### src/rtl/inputdeserdes_align_if.sv
// Bundle between the IDDR front end, the word aligner and the TMDS decoder.
// The aligner sits on the slave side; the source/sink of the link is the master.
interface inputdeserdes_align_if;
    logic       din_r;
    logic       din_f;
    logic       realign;
    logic [9:0] pdatain;
    logic       pvalid;
    logic       locked;
    logic       token_det;
    logic [3:0] bitslip_cnt;

    modport master (
        output din_r, din_f, realign,
        input  pdatain, pvalid, locked, token_det, bitslip_cnt
    );

    modport slave (
        input  din_r, din_f, realign,
        output pdatain, pvalid, locked, token_det, bitslip_cnt
    );
endinterface

### src/rtl/inputdeserdes_align.sv
// TMDS receive word aligner: assembles IDDR bit pairs LSB-first into 10-bit words
// and bit-slips the word boundary until a run of control tokens is seen.
module inputdeserdes_align #(
    parameter int KPARALLELWIDTH = 10,
    parameter int TOKEN_CNT      = 8,
    parameter int SEARCH_WIN     = 64,
    parameter int LOSS_WIN       = 4096
) (
    input logic                 serialclk,
    input logic                 rstn,
    inputdeserdes_align_if.slave bus
);

    localparam int W = KPARALLELWIDTH;
    localparam logic [3:0]  RUN_LOCK = 4'(TOKEN_CNT);
    localparam logic [6:0]  WIN_END  = 7'(SEARCH_WIN);
    localparam logic [12:0] GAP_LOSS = 13'(LOSS_WIN);

    typedef enum logic {HUNT, LOCKED} state_t;

    function automatic logic is_token(input logic [W-1:0] w);
        return (w == 10'b1101010100) || (w == 10'b0010101011) ||
               (w == 10'b0101010100) || (w == 10'b1010101011);
    endfunction

    state_t       state;
    logic [19:0]  hist_p0;
    logic [2:0]   mod5;
    logic [3:0]   off;
    logic [3:0]   run;
    logic [6:0]   win;
    logic [12:0]  gap;
    logic [W-1:0] data_p1;
    logic         vld_p1;
    logic         tok_p1;
    logic         locked_p1;

    logic [19:0]  nh;
    logic [4:0]   off_idx;
    logic [W-1:0] word;
    logic         tok;
    logic         word_end;
    logic [3:0]   run_nx;
    logic [6:0]   win_nx;
    logic [12:0]  gap_nx;

    // Stage p0: newest pair enters at the top, oldest bit lives in bit 0
    always_comb begin
        nh       = {bus.din_f, bus.din_r, hist_p0[19:2]};
        off_idx  = {1'b0, off};
        word     = nh[off_idx +: W];
        tok      = is_token(word);
        word_end = (mod5 == 3'd4);
        run_nx   = tok ? run + 4'd1 : 4'd0;
        win_nx   = win + 7'd1;
        gap_nx   = tok ? 13'd0 : gap + 13'd1;
    end

    // Stage p1: word strobe, token flag and the per-word alignment FSM
    always_ff @(posedge serialclk or negedge rstn) begin
        if (!rstn) begin
            state     <= HUNT;
            hist_p0   <= '0;
            mod5      <= '0;
            off       <= '0;
            run       <= '0;
            win       <= '0;
            gap       <= '0;
            data_p1   <= '0;
            vld_p1    <= 1'b0;
            tok_p1    <= 1'b0;
            locked_p1 <= 1'b0;
        end else begin
            hist_p0 <= nh;
            mod5    <= word_end ? 3'd0 : mod5 + 3'd1;
            vld_p1  <= word_end;
            if (word_end) begin
                data_p1 <= word;
                tok_p1  <= tok;
            end

            // realign overrides whatever the current word would have decided
            if (bus.realign) begin
                state     <= HUNT;
                locked_p1 <= 1'b0;
                run       <= '0;
                win       <= '0;
                gap       <= '0;
            end else if (word_end) begin
                case (state)
                    HUNT: begin
                        if (run_nx == RUN_LOCK) begin
                            state     <= LOCKED;
                            locked_p1 <= 1'b1;
                            run       <= '0;
                            win       <= '0;
                            gap       <= '0;
                        end else if (win_nx == WIN_END) begin
                            off <= (off == 4'd9) ? 4'd0 : off + 4'd1;
                            run <= '0;
                            win <= '0;
                        end else begin
                            run <= run_nx;
                            win <= win_nx;
                        end
                    end
                    LOCKED: begin
                        if (gap_nx == GAP_LOSS) begin
                            state     <= HUNT;
                            locked_p1 <= 1'b0;
                            run       <= '0;
                            win       <= '0;
                            gap       <= '0;
                        end else begin
                            gap <= gap_nx;
                        end
                    end
                    default: state <= HUNT;
                endcase
            end
        end
    end

    assign bus.pdatain     = data_p1;
    assign bus.pvalid      = vld_p1;
    assign bus.token_det   = tok_p1;
    assign bus.locked      = locked_p1;
    assign bus.bitslip_cnt = off;

endmodule

### src/flat_wrapper.sv
// flat-port wrapper written by rule: the top's interface ports become plain ports
module inputdeserdes_align_flat 
#(
    parameter int KPARALLELWIDTH = 10,
    parameter int TOKEN_CNT      = 8,
    parameter int SEARCH_WIN     = 64,
    parameter int LOSS_WIN       = 4096
)
  (serialclk, rstn, bus_din_r, bus_din_f, bus_realign, bus_pdatain, bus_pvalid, bus_locked, bus_token_det, bus_bitslip_cnt);
  inputdeserdes_align_if bus_i ();
  input logic serialclk;
  input logic rstn;
  input wire logic [$bits(bus_i.din_r)-1:0] bus_din_r;
  input wire logic [$bits(bus_i.din_f)-1:0] bus_din_f;
  input wire logic [$bits(bus_i.realign)-1:0] bus_realign;
  output wire logic [$bits(bus_i.pdatain)-1:0] bus_pdatain;
  output wire logic [$bits(bus_i.pvalid)-1:0] bus_pvalid;
  output wire logic [$bits(bus_i.locked)-1:0] bus_locked;
  output wire logic [$bits(bus_i.token_det)-1:0] bus_token_det;
  output wire logic [$bits(bus_i.bitslip_cnt)-1:0] bus_bitslip_cnt;
  assign bus_i.din_r = bus_din_r;
  assign bus_i.din_f = bus_din_f;
  assign bus_i.realign = bus_realign;
  assign bus_pdatain = bus_i.pdatain;
  assign bus_pvalid = bus_i.pvalid;
  assign bus_locked = bus_i.locked;
  assign bus_token_det = bus_i.token_det;
  assign bus_bitslip_cnt = bus_i.bitslip_cnt;
  inputdeserdes_align #(.KPARALLELWIDTH(KPARALLELWIDTH), .TOKEN_CNT(TOKEN_CNT), .SEARCH_WIN(SEARCH_WIN), .LOSS_WIN(LOSS_WIN)) u_core (.serialclk(serialclk), .rstn(rstn), .bus(bus_i));
endmodule
### config.mk
export PLATFORM = sky130hd
export DESIGN_NAME = inputdeserdes_align_flat
export DESIGN_NICKNAME = d
export VERILOG_FILES = /design/src/rtl/inputdeserdes_align_if.sv /design/src/rtl/inputdeserdes_align.sv /design/src/flat_wrapper.sv
export SDC_FILE = /design/constraint.sdc
export NUM_CORES = 1
export LEC_CHECK = 0
export BUFFER_PORTS_ARGS = -buffer_cell sky130_fd_sc_hd__buf_2
export CORE_MARGIN = 1
export CORE_UTILIZATION = 55
export DETAILED_ROUTE_END_ITERATION = 12
export GPL_ROUTABILITY_DRIVEN = 0
export HOLD_SLACK_MARGIN = 0.08
export PLACE_DENSITY = 0.73
export SLEW_MARGIN = 20
export SYNTH_ARGS = -nofsm -noshare
export SYNTH_HDL_FRONTEND = slang
export SYNTH_SLANG_ARGS = --single-unit
export TNS_END_PERCENT = 1
### constraint.sdc
create_clock -name serialclk -period 4.4 [get_ports serialclk]
set_clock_uncertainty 0.2 [all_clocks]
set_input_delay 0.22 -clock serialclk [delete_from_list [all_inputs] [get_ports serialclk]]
set_output_delay 0.22 -clock serialclk [all_outputs]
set_load 0.02 [all_outputs]
Word-level counts from Yosys, hierarchy flattened --
Cells that the tools add are included.
Operators by class: bitwise operators 3, mux-type cells 31, reductions and logical operators 8, equal/unequal tests 11, add/sub/neg operators 5, shift-type cells 1
Operators with widths (count):
- $mux W13 | 5
- $mux W7 | 5
- $mux W4 | 7
- $pmux W13 S2 | 1
- $eq A10 B10 Y1 const B | 2
- $shiftx A20 B5 Y10 | 1
- $pmux W7 S2 | 1
- $add A13 B1 Y13 const B | 1
- $eq A13 B13 Y1 const B | 1
- $eq A10 B8 Y1 const B | 1
- $eq A10 B9 Y1 const B | 1
- $add A4 B1 Y4 const B | 2
- $eq A4 B4 Y1 const B | 2
- $mux W1 | 8
- $pmux W4 S2 | 1
- $add A7 B1 Y7 const B | 1
- $eq A7 B7 Y1 const B | 1
- $reduce_and A5 Y1 | 1
- $pmux W1 S2 | 2
- $reduce_and A2 Y1 | 2
- $add A3 B1 Y3 const B | 1
- $eq A3 B3 Y1 const B | 1
- $logic_or A1 B1 Y1 | 3
- $mux W3 | 1
- other kinds (5) | 7
Storage, ports and cells: flip-flop bits (word level) 65, word-level logic and storage cells 70

Longest topological paths before layout --
Gate-level depths: netlist of the first run.
word-level depth 11, gate-level depth with buffers 13, gate-level depth less buffers 10

Least setup slack after synthesis of the first run --
OpenSTA, ideal clock, no wires.
kind register to register, start register u_core.off[3] (netlist: u_core.bus.bitslip_cnt[3]), end register u_core.off[1] (netlist: u_core.bus.bitslip_cnt[1]), stages on the path, launching flop included 12, buffers on the path 2, path slack 1.127 ns, library setup time 0.079 ns, required time 4.121 ns, data arrival time 2.994 ns, path through dfrtp_1 buf_6 mux2_1 mux4_2 nand3_1 a221o_1 and4b_4 or4_4 and2_1 buf_6 nor3_1 mux2i_1
Between the ends: longest elaborated chain between the ends 9, elaborated cells between the ends (all ways) 14, those cells by class eq/ne: 6; shift: 1; mux: 2; bitwise: 1; reduce/logical: 4
RTL lines:
- from (decl) | RTL line inputdeserdes_align.sv:29 | logic [3:0] off;
- from (signal assigned) | RTL line inputdeserdes_align.sv:99 | off <= (off == 4'd9) ? 4'd0 : off + 4'd1;
- $shiftx A20 B5 Y10 | RTL line inputdeserdes_align.sv:51 | word = nh[off_idx +: W];
- $eq A10 B10 Y1 or $eq A10 B8 Y1 (tied branches) | RTL line inputdeserdes_align.sv:22 | return (w == 10'b1101010100) || (w == 10'b0010101011) ||
- $logic_or A1 B1 Y1 (2 in a row) | RTL line inputdeserdes_align.sv:22
- $logic_or A1 B1 Y1 | RTL line inputdeserdes_align.sv:23 | (w == 10'b0101010100) || (w == 10'b1010101011);
- $mux W4 | RTL line inputdeserdes_align.sv:54 | run_nx = tok ? run + 4'd1 : 4'd0;
- $eq A4 B4 Y1 | RTL line inputdeserdes_align.sv:92 | if (run_nx == RUN_LOCK) begin
- $not A1 Y1 (no source line)
- $reduce_and A5 Y1 (no source line)
Several ways; a longest one is shown, not always the timed one. A chain may end at the register's enable or synchronous reset.

Worst setup path after layout of the first run --
start register u_core.off[3] (netlist: u_core.bus.bitslip_cnt[3]), end register u_core.win[4]
Between the ends: longest elaborated chain between the ends 11, elaborated cells between the ends (all ways) 18, those cells by class eq/ne: 7; shift: 1; mux: 6; reduce/logical: 4
RTL lines:
- $shiftx A20 B5 Y10 * | RTL line inputdeserdes_align.sv:51
- $eq A10 B10 Y1 or $eq A10 B8 Y1 (tied branches) | RTL line inputdeserdes_align.sv:22
- $logic_or A1 B1 Y1 (2 in a row) | RTL line inputdeserdes_align.sv:22
- $logic_or A1 B1 Y1 * | RTL line inputdeserdes_align.sv:23
- $mux W4 | RTL line inputdeserdes_align.sv:54
- $eq A4 B4 Y1 | RTL line inputdeserdes_align.sv:92
- $mux W7 | RTL line inputdeserdes_align.sv:92
- $pmux W7 S2 | RTL line inputdeserdes_align.sv:90 | case (state)
- $mux W7 | RTL line inputdeserdes_align.sv:89 | end else if (word_end) begin
- $mux W7 | RTL line inputdeserdes_align.sv:83 | if (bus.realign) begin
- to (signal assigned) | RTL line inputdeserdes_align.sv:104 | win <= win_nx;
- to (decl) | RTL line inputdeserdes_align.sv:31 | logic [6:0] win;
Every way passes the cells marked *; elsewhere a longest branch is shown, timed or not. The select of a mux whose other input is x is not followed.

==> summary.txt, run 1 <==
Status
  – Status: finished clean

Setup path
  – Data required, critical path: between 4000 and 5000 ps
  – Worst Path Max Fanout: 22
  – WP data arrival: 3940 ps
  – FF-to-FF End: u_core.win[4]
  – Crit path launch type: flip-flop
  – Reg2Reg Setup Slack: around 490 ps
  – Reg2reg path depth: 9
  – RR Startpoint: u_core.bus.bitslip_cnt[3]
  – Critical Path Sink Type: flip-flop
  – Worst setup path class: flip-flop to flip-flop

Power
  – Peak VDD IR: 207 µV
  – Tot Pwr: 1.30 mW
  – PD cells: just under 300 mW/mm²
  – Cell leakage power: 1.97 nW

STA
  – Worst-Margin Slew: around 870 ps
  – # setup viols final: 0
  – Peak Freq: roughly 260 MHz
  – Min Hold Slack: 190 ps
  – Max-slew violations: 0
  – Setup TNS: 0 ps
  – Crit share post-route: slightly below 90%
  – RSZ-0062 raised after global routing: false
  – Headroom to the max-slew limit: between 40% and 50%
  – Hold Vio Cnt, Final: 0
  – Minimum clock period: 3910 ps

GRT
  – Grt met2 use: approximately 44%
  – First-pass GRT wire length: 15600 µm
  – Antenna violations before repair: 0
  – Total gr overflow: 0
  – Total track usage: a little over a quarter
  – Vias in the first global route: 3152
  – Largest net degree at the start of global routing: 64
  – Busiest layer in global routing: met2
  – Met1 Track Usage GR: 34.8%
  – Met3 Use GR: 6.07%

CTS
  – CTS Buf Count: 9
  – TritonCTS clock tree: yes
  – Clk sinks: 63
  – Clock Root Buffer: clkbuf_8
  – Post-cts resize count: 0
  – Worst-Skew Late Latency: between 300 and 400 ps
  – H-tree depth: 3
  – Clock Tree Buf Depth: 2
  – Worst-path clk slew: around 70 ps

Floorplan
  – Num ports: 22
  – Placeable Area: between 0.006 and 0.007 mm²
  – Die X: a little under 90 µm
  – Starting density of the core: between 50% and 60%
  – Die ar.: approximately 0.0076 mm²
  – Die Y-Extent: between 80 and 90 µm
  – Row Count: 30

Synth
  – Ys Warns: 0
  – Post-Synthesis Cells: 409
  – Post-synth top area cell: dfrtp_1
  – Ys async rst share: between 90% and 100%
  – Number of synthesized register bits: 63
  – Distinct cells, synth: just under 70
  – Area contributors post-synth: dfrtp_1 39%, mux2i_1 7.2%, mux4_2 6.7%
  – Top cell type's share of synthesized area: about two fifths
  – Synthesized area per cell: 9.81 µm²
  – Synth Cell Area: roughly 0.004 mm²
  – Sequential-to-total area share from yosys stat: around two fifths
  – EDFF count, synth: 0
  – Syn_nets: approximately 420
  – Main synth FF type: dfrtp_1

Routing
  – Antenna Nets Post-Route: 0
  – DRC: 0
  – Total Routed Length: just over 9000 µm
  – Total via count after detailed routing: 3319
  – 1st-iter DRT viols: roughly 240
  – Average routed wire per standard cell: roughly 17 µm
  – Vias per cell: ~6.2
  – Drt first pass iters: 5

Final layout
  – Core Util, Final: between 60% and 70%
  – Fillers: approximately 600
  – ANT cells: 0
  – Multi-input combinational cell area: about 0.0022 mm²
  – Sequential cell area: roughly 0.0016 mm²
  – Area grow syn2layout: 10.0%
  – Share of cells above drive strength 1: between 10% and 20%
  – # nets final: around 440

Min path
  – HP Class: flip-flop to flip-flop
  – Hold wc startpoint: u_core.hist_p0[4]
  – WHS Endpoint: u_core.hist_p0[2]
  – Worst hold stages: 0

Placed design
  – Detail Placement HPWL: ~6500 µm
  – IO buf count: 21

Flow run
  – Number of max-cap violations: 0
## worst max-delay path by stage
stage / startpoint / endpoint / slack [ps] / cells past startpoint
after floorplan: u_core.bus.bitslip_cnt[3] / u_core.bus.bitslip_cnt[1] / 1130 / 11
after global placement: u_core.bus.bitslip_cnt[1] / u_core.gap[8] / 640 / 9
after detailed placement: u_core.bus.bitslip_cnt[3] / u_core.win[4] / 530 / 9
after CTS: u_core.bus.bitslip_cnt[3] / u_core.win[4] / 540 / 9
after global routing: u_core.bus.bitslip_cnt[1] / u_core.win[4] / 210 / 10
final: u_core.bus.bitslip_cnt[3] / u_core.win[4] / 490 / 9
## worst max-delay path, stage by stage (launching register included)
cell and delay [ps]:
dfrtp_1 910, mux2i_1 190, mux4_2 550, or2_1 250
a221o_1 330, and4b_1 290, o32a_1 230, and2_1 440
nor4_1 110, a211o_1 290
## cell type report
type / instances / share of cell area [%]
Inverter: 17 / 1.45
Clock buffer: 11 / 3.43
Clock inverter: 5 / 1.28
Tap cell: 96 / 2.72
Multi-Input combinational cell: 308 / 50.8
Sequential cell: 63 / 35.7
Timing Repair Buffer: 33 / 4.65
## cells in the final DEF, fill, tap and decap left out, types with 3 or more instances in the layout
cell type	Yosys	final
and3_1	7	7
nor3b_1	5	5
nand3b_1	4	4
buf_4	1	8
buf_2	8	21
a21oi_1	16	16
a211o_1	3	3
nand2_1	49	49
a31oi_1	7	7
o21ai_0	14	14
mux2_4	3	3
dlygate4sd3_1	0	4
o22ai_1	5	5
nand3_1	20	20
and2_1	5	5
or2_2	4	4
ha_1	5	5
inv_1	13	13
nand2b_1	3	3
mux2i_1	29	29
nor3_1	5	5
o21ai_1	7	7
mux2_2	4	4
nor2b_1	5	5
clkbuf_8	0	11
mux4_2	12	12
inv_2	4	4
xor2_1	3	3
nor2_1	27	27
nand4_1	6	6
dfrtp_1	63	63
o41ai_2	4	4
nor4_1	10	10
or4_1	3	3
## stage by stage
stage	cells	area, µm²	setup WS (ps)
4_1_cts	533	4410	541
3_3_place_gp	513	4170	635
2_1_floorplan	409	4010	1130
5_1_grt	533	4410	209
3_5_place_dp	513	4170	531
6_report	533	4410	490
## kinds of logic (layout without fill, tap and decap cells)
family                     Yosys count  after routing  share of synthesized area, %
xor gates and xnor gates             5              5                          1.09
buffers and inverters               38             66                          4.87
and+or+nand+nor                    165            165                          21.4
muxes                               51             51                          17.3
DFF                                 63             63                          39.3
adders and majority gates            5              5                          1.56
AOI/OAI and AO/OA                   82             82                          14.4
## cells in the mapped netlist, drive strengths merged, types with 5 or more instances
library cell	number
a21oi	16
a31oi	7
and2	5
and3	7
buf	14
clkbuf	7
dfrtp	63
ha	5
inv	17
mux2	9
mux2i	30
mux4	12
nand2	51
nand3	20
nand4	6
nor2	27
nor2b	5
nor3	5
nor3b	5
nor4	11
o21ai	22
o22ai	5
or2	6
## metal layers
| metal | share of wire, % | vias up |
|---|---|---|
| met5 | 0 | - |
| li1 | - | 1567 |
| met4 | 1.9 | 0 |
| met3 | 5.2 | 16 |
| met2 | 49 | 113 |
| met1 | 44 | 1623 |
## what timing repair did
item,in CTS,in global routing
hold buffers,4,0
hold endpoints to repair,67,0
setup buffers,0,0
## report_power, final
part	switching [mW]	internal, mW	total (mW)
clock network	0.232	0.291	0.523
registers	0.0332	0.606	0.639
logic	0.0735	0.0594	0.133
total	0.339	0.957	1.30
## sequential cells by signal, indices dropped and copies added, names as in the netlist
register and flops:
u_core.hist_p0 18, u_core.run 4, u_core.bus.token_det 1, u_core.state 1, u_core.bus.pvalid 1, u_core.gap 13
u_core.bus.locked 1, u_core.mod5 3, u_core.bus.pdatain 10, u_core.win 7, u_core.bus.bitslip_cnt 4
Power figures use the tool's default switching activity.
==> run 2: changes to the inputs <==
--- a/config.mk
+++ b/config.mk
@@ -5,6 +5,7 @@
 export SDC_FILE = /design/constraint.sdc
 export NUM_CORES = 1
 export LEC_CHECK = 0
+export ABC_AREA = 1
 export BUFFER_PORTS_ARGS = -buffer_cell sky130_fd_sc_hd__buf_2
 export CORE_MARGIN = 1
 export CORE_UTILIZATION = 55
==> run 2 against run 1 <==
Net effect:
- wire length decreased by 10%
- final cell count up 16%
- first-iteration DRC count is 19% lower
- critical path type unchanged
- highest routed layer unchanged
==> summary.txt, run 2 <==
STA
  – Headroom to the max-slew limit: around 60%
  – Crit share post-route: approximately 80%
  – Hold Vio Cnt, Final: 0
  – Worst-Margin Slew: around 600 ps
  – Peak Freq: roughly 290 MHz
  – Setup TNS: 0 ps
  – Max-slew violations: 0
  – Minimum clock period: 3480 ps
  – RSZ-0062 raised after global routing: false
  – # setup viols final: 0

CTS
  – Clock Root Buffer: clkbuf_8
  – Post-CTS setup repair buffer count: 0
  – Hold buffers post-CTS: 4
  – CTS Buf Count: 9
  – Clk sinks: 63
  – Worst-Skew Late Latency: approximately 340 ps
  – Worst-path clk slew: 70 ps
  – Clock Tree Buf Depth: 2
  – H-tree depth: 3
  – Post-cts resize count: 0
  – TritonCTS clock tree: yes

Setup path
  – Critical path's slowest cell: inv_1
  – Critical Path Sink Type: flip-flop
  – Data required, critical path: approximately 4400 ps
  – Number of buffers and inverters on the critical path: 5
  – WP data arrival: ~3500 ps
  – Reg2reg path depth: 19
  – Worst setup path class: flip-flop to flip-flop
  – Crit path top cell by count: nand2_1
  – Worst Path Max Fanout: 23
  – Crit path max-delay family: simple AND/OR/NAND/NOR gates
  – Crit path launch type: flip-flop
  – Crit. path cell count: 19
  – Worst-path cell chain: buf_4 -> inv_1 -> nand3_1 -> nand3_1 -> nand2_1 -> nand2_1 -> nand2_1 -> inv_2 -> nand2_1 -> nor3_1 -> nand3_1 -> nand2_2 -> nand3_2 -> nand2_4 -> inv_2 -> nor2_4 -> inv_1 -> nand2_1 -> o21ai_0
  – Worst path max stage delay: about 470 ps

Synth
  – Cell with the most instances after synthesis: nand2_1
  – Mux cell area share after synthesis: 0%
  – Distinct cells, synth: 32
  – Number of synthesized register bits: 63
  – Complex-gate fraction of the synthesized area: 5.57%
  – Synth Area in Adders: approximately 1.6%
  – Ys Warns: 0
  – Post-synth top area cell: dfrtp_1
  – Syn_nets: 530
  – Top cell type's share of synthesized area: about two fifths
  – Sequential-to-total area share from yosys stat: 41.5%
  – Synthesized area per cell: 7.30 µm²
  – Simple-gate share of the synthesized area: 39.3%
  – Synth Area in XOR/XNOR: 3.69%
  – Ys async rst share: 100%
  – EDFF count, synth: 0
  – Area contributors post-synth: dfrtp_1 42%, nand2_1 15%, nand3_1 14%
  – Synth Cell Area: 0.00380 mm²
  – Post-Synthesis Cells: 520
  – Largest family of logic cells by synthesized area: simple AND/OR/NAND/NOR gates
  – Main synth FF type: dfrtp_1
  – Synth cell count leaders: 147 x nand2_1, 103 x nand3_1, 63 x dfrtp_1

Final layout
  – Multi-input combinational cell area: between 0.0015 and 0.002 mm²
  – ANT cells: 0
  – Post-Layout Cell Count: 620
  – Top reg by flops: u_core.hist_p0
  – Fillers: approximately 570
  – Area grow syn2layout: 8.01%
  – Sequential cell area: roughly 0.0016 mm²
  – Most frequent cells in the layout: 147 x nand2_1, 103 x nand3_1, 63 x dfrtp_1
  – Share of cells above drive strength 1: a little under an eighth
  – Commonest non-fill, non-tap cell in the layout: nand2_1
  – Max FFs per register: 18
  – # nets final: approximately 550

Floorplan
  – Die ar.: between 0.007 and 0.008 mm²
  – Placeable Area: approximately 0.0065 mm²
  – Starting density of the core: roughly three fifths
  – Die Y-Extent: ~85 µm
  – Num ports: 22
  – Row Count: 29
  – Die X: roughly 85 µm

Routing
  – Average routed wire per standard cell: between 10 and 15 µm
  – DRC: 0
  – Antenna Nets Post-Route: 0
  – Vias per cell: around 5.6
  – Total via count after detailed routing: between 3k and 4k
  – Total Routed Length: around 8300 µm
  – 1st-iter DRT viols: 198
  – Drt first pass iters: 5

GRT
  – First-pass GRT wire length: between 10000 and 15000 µm
  – Antenna violations before repair: 0
  – Total gr overflow: 0
  – Total track usage: 24.9%
  – Largest net degree at the start of global routing: between 40 and 50
  – Vias in the first global route: around 3.2k

Power
  – Cell leakage power: 2.04 nW
  – Peak VDD IR: between 150 and 200 µV
  – PD cells: about 280 mW/mm²

Placed design
  – DP Cell Count: 600
  – IO buf count: 21
  – Detail Placement HPWL: between 5000 and 6000 µm

Flow run
  – Number of max-cap violations: 0

Min path
  – HP Class: input port to asynchronous set/reset pin

Status
  – Status: finished clean
## run 2: changes by cell type after synthesis, sizes merged, moves of 9 or more
cell | before | now
nor3 | 5 | 21
xor2 | 3 | 12
nand2 | 51 | 156
a21oi | 16 | 3
inv | 17 | 46
nand3 | 20 | 107
mux2 | 9 | 0
mux2i | 30 | 0
mux4 | 12 | 0
nor4 | 11 | 1
## run 2: layout make-up
type                    instances  area share [%]
multi-input cells             388            46.5
flip-flops and latches         63            38.4
inverters                      48            4.39
repair buffers                 28            4.09
clock buffers                  12            3.78
well taps                      77            2.35
clock inverters                 4           0.488
## run 2: cells by family (layout without fill, tap and decap cells)
logic type / Yosys count / after routing
AO/OA/AOI/OAI: 37 / 37
buffers and inverters: 69 / 92
adder cells (fa/ha/maj): 5 / 5
flip-flops: 63 / 63
XOR/XNOR: 16 / 16
AND/OR/NAND/NOR: 330 / 330
## run 2: worst register-to-register path: stages (launching register included)
cell and delay, ps:
dfrtp_1 360, buf_4 200, inv_1 480, nand3_1 180, nand3_1 110, nand2_1 70, nand2_1 60, nand2_1 100
inv_2 100, nand2_1 60, nor3_1 150, nand3_1 120, nand2_2 130, nand3_2 120, nand2_4 140, inv_2 70
nor2_4 370, inv_1 190, nand2_1 90, o21ai_0 70
## run 2: path summary, 6_finish.rpt
kind                                      startpoint               endpoint  slack [ps]
max                        u_core.bus.bitslip_cnt[1]         u_core.gap[12]         920
min                                             rstn  u_core.bus.pdatain[8]         190
max reg2reg                u_core.bus.bitslip_cnt[1]         u_core.gap[12]         920
min reg2reg                       u_core.hist_p0[15]     u_core.hist_p0[13]         200
max in group asynchronous                       rstn   u_core.bus.token_det        2910
min in group serialclk            u_core.hist_p0[15]     u_core.hist_p0[13]         200
## run 2: power breakdown
part	internal, mW	total (mW)	switching [mW]	leakage, nW
registers	0.597	0.609	0.0122	0.797
clock network	0.231	0.449	0.217	0.0959
logic	0.0279	0.0889	0.0611	1.14
total	0.856	1.15	0.291	2.04
## run 2: routing by layer
layer | GRT usage, % | part of all wire, % | up-vias
li1 | - | - | 1738
met1 | 36.8 | 50 | 1622
met2 | 36.9 | 43 | 99
met3 | 4.09 | 5.9 | 9
met4 | 8.63 | 1.0 | 0
met5 | 0 | 0 | -
## run 2: through the flow
stage	utilization [%]	hold WS (ps)	cell area, µm²	setup WS (ps)	power, mW
after global placement	59.8	16.5	3890	1040	0.704
after detailed placement	59.8	29.2	3890	988	0.706
final	63.1	187	4100	916	1.15
after global routing	63.1	218	4100	516	1.19
after CTS	63.1	203	4100	959	1.16
after floorplan	-	-276	3800	1830	0.674
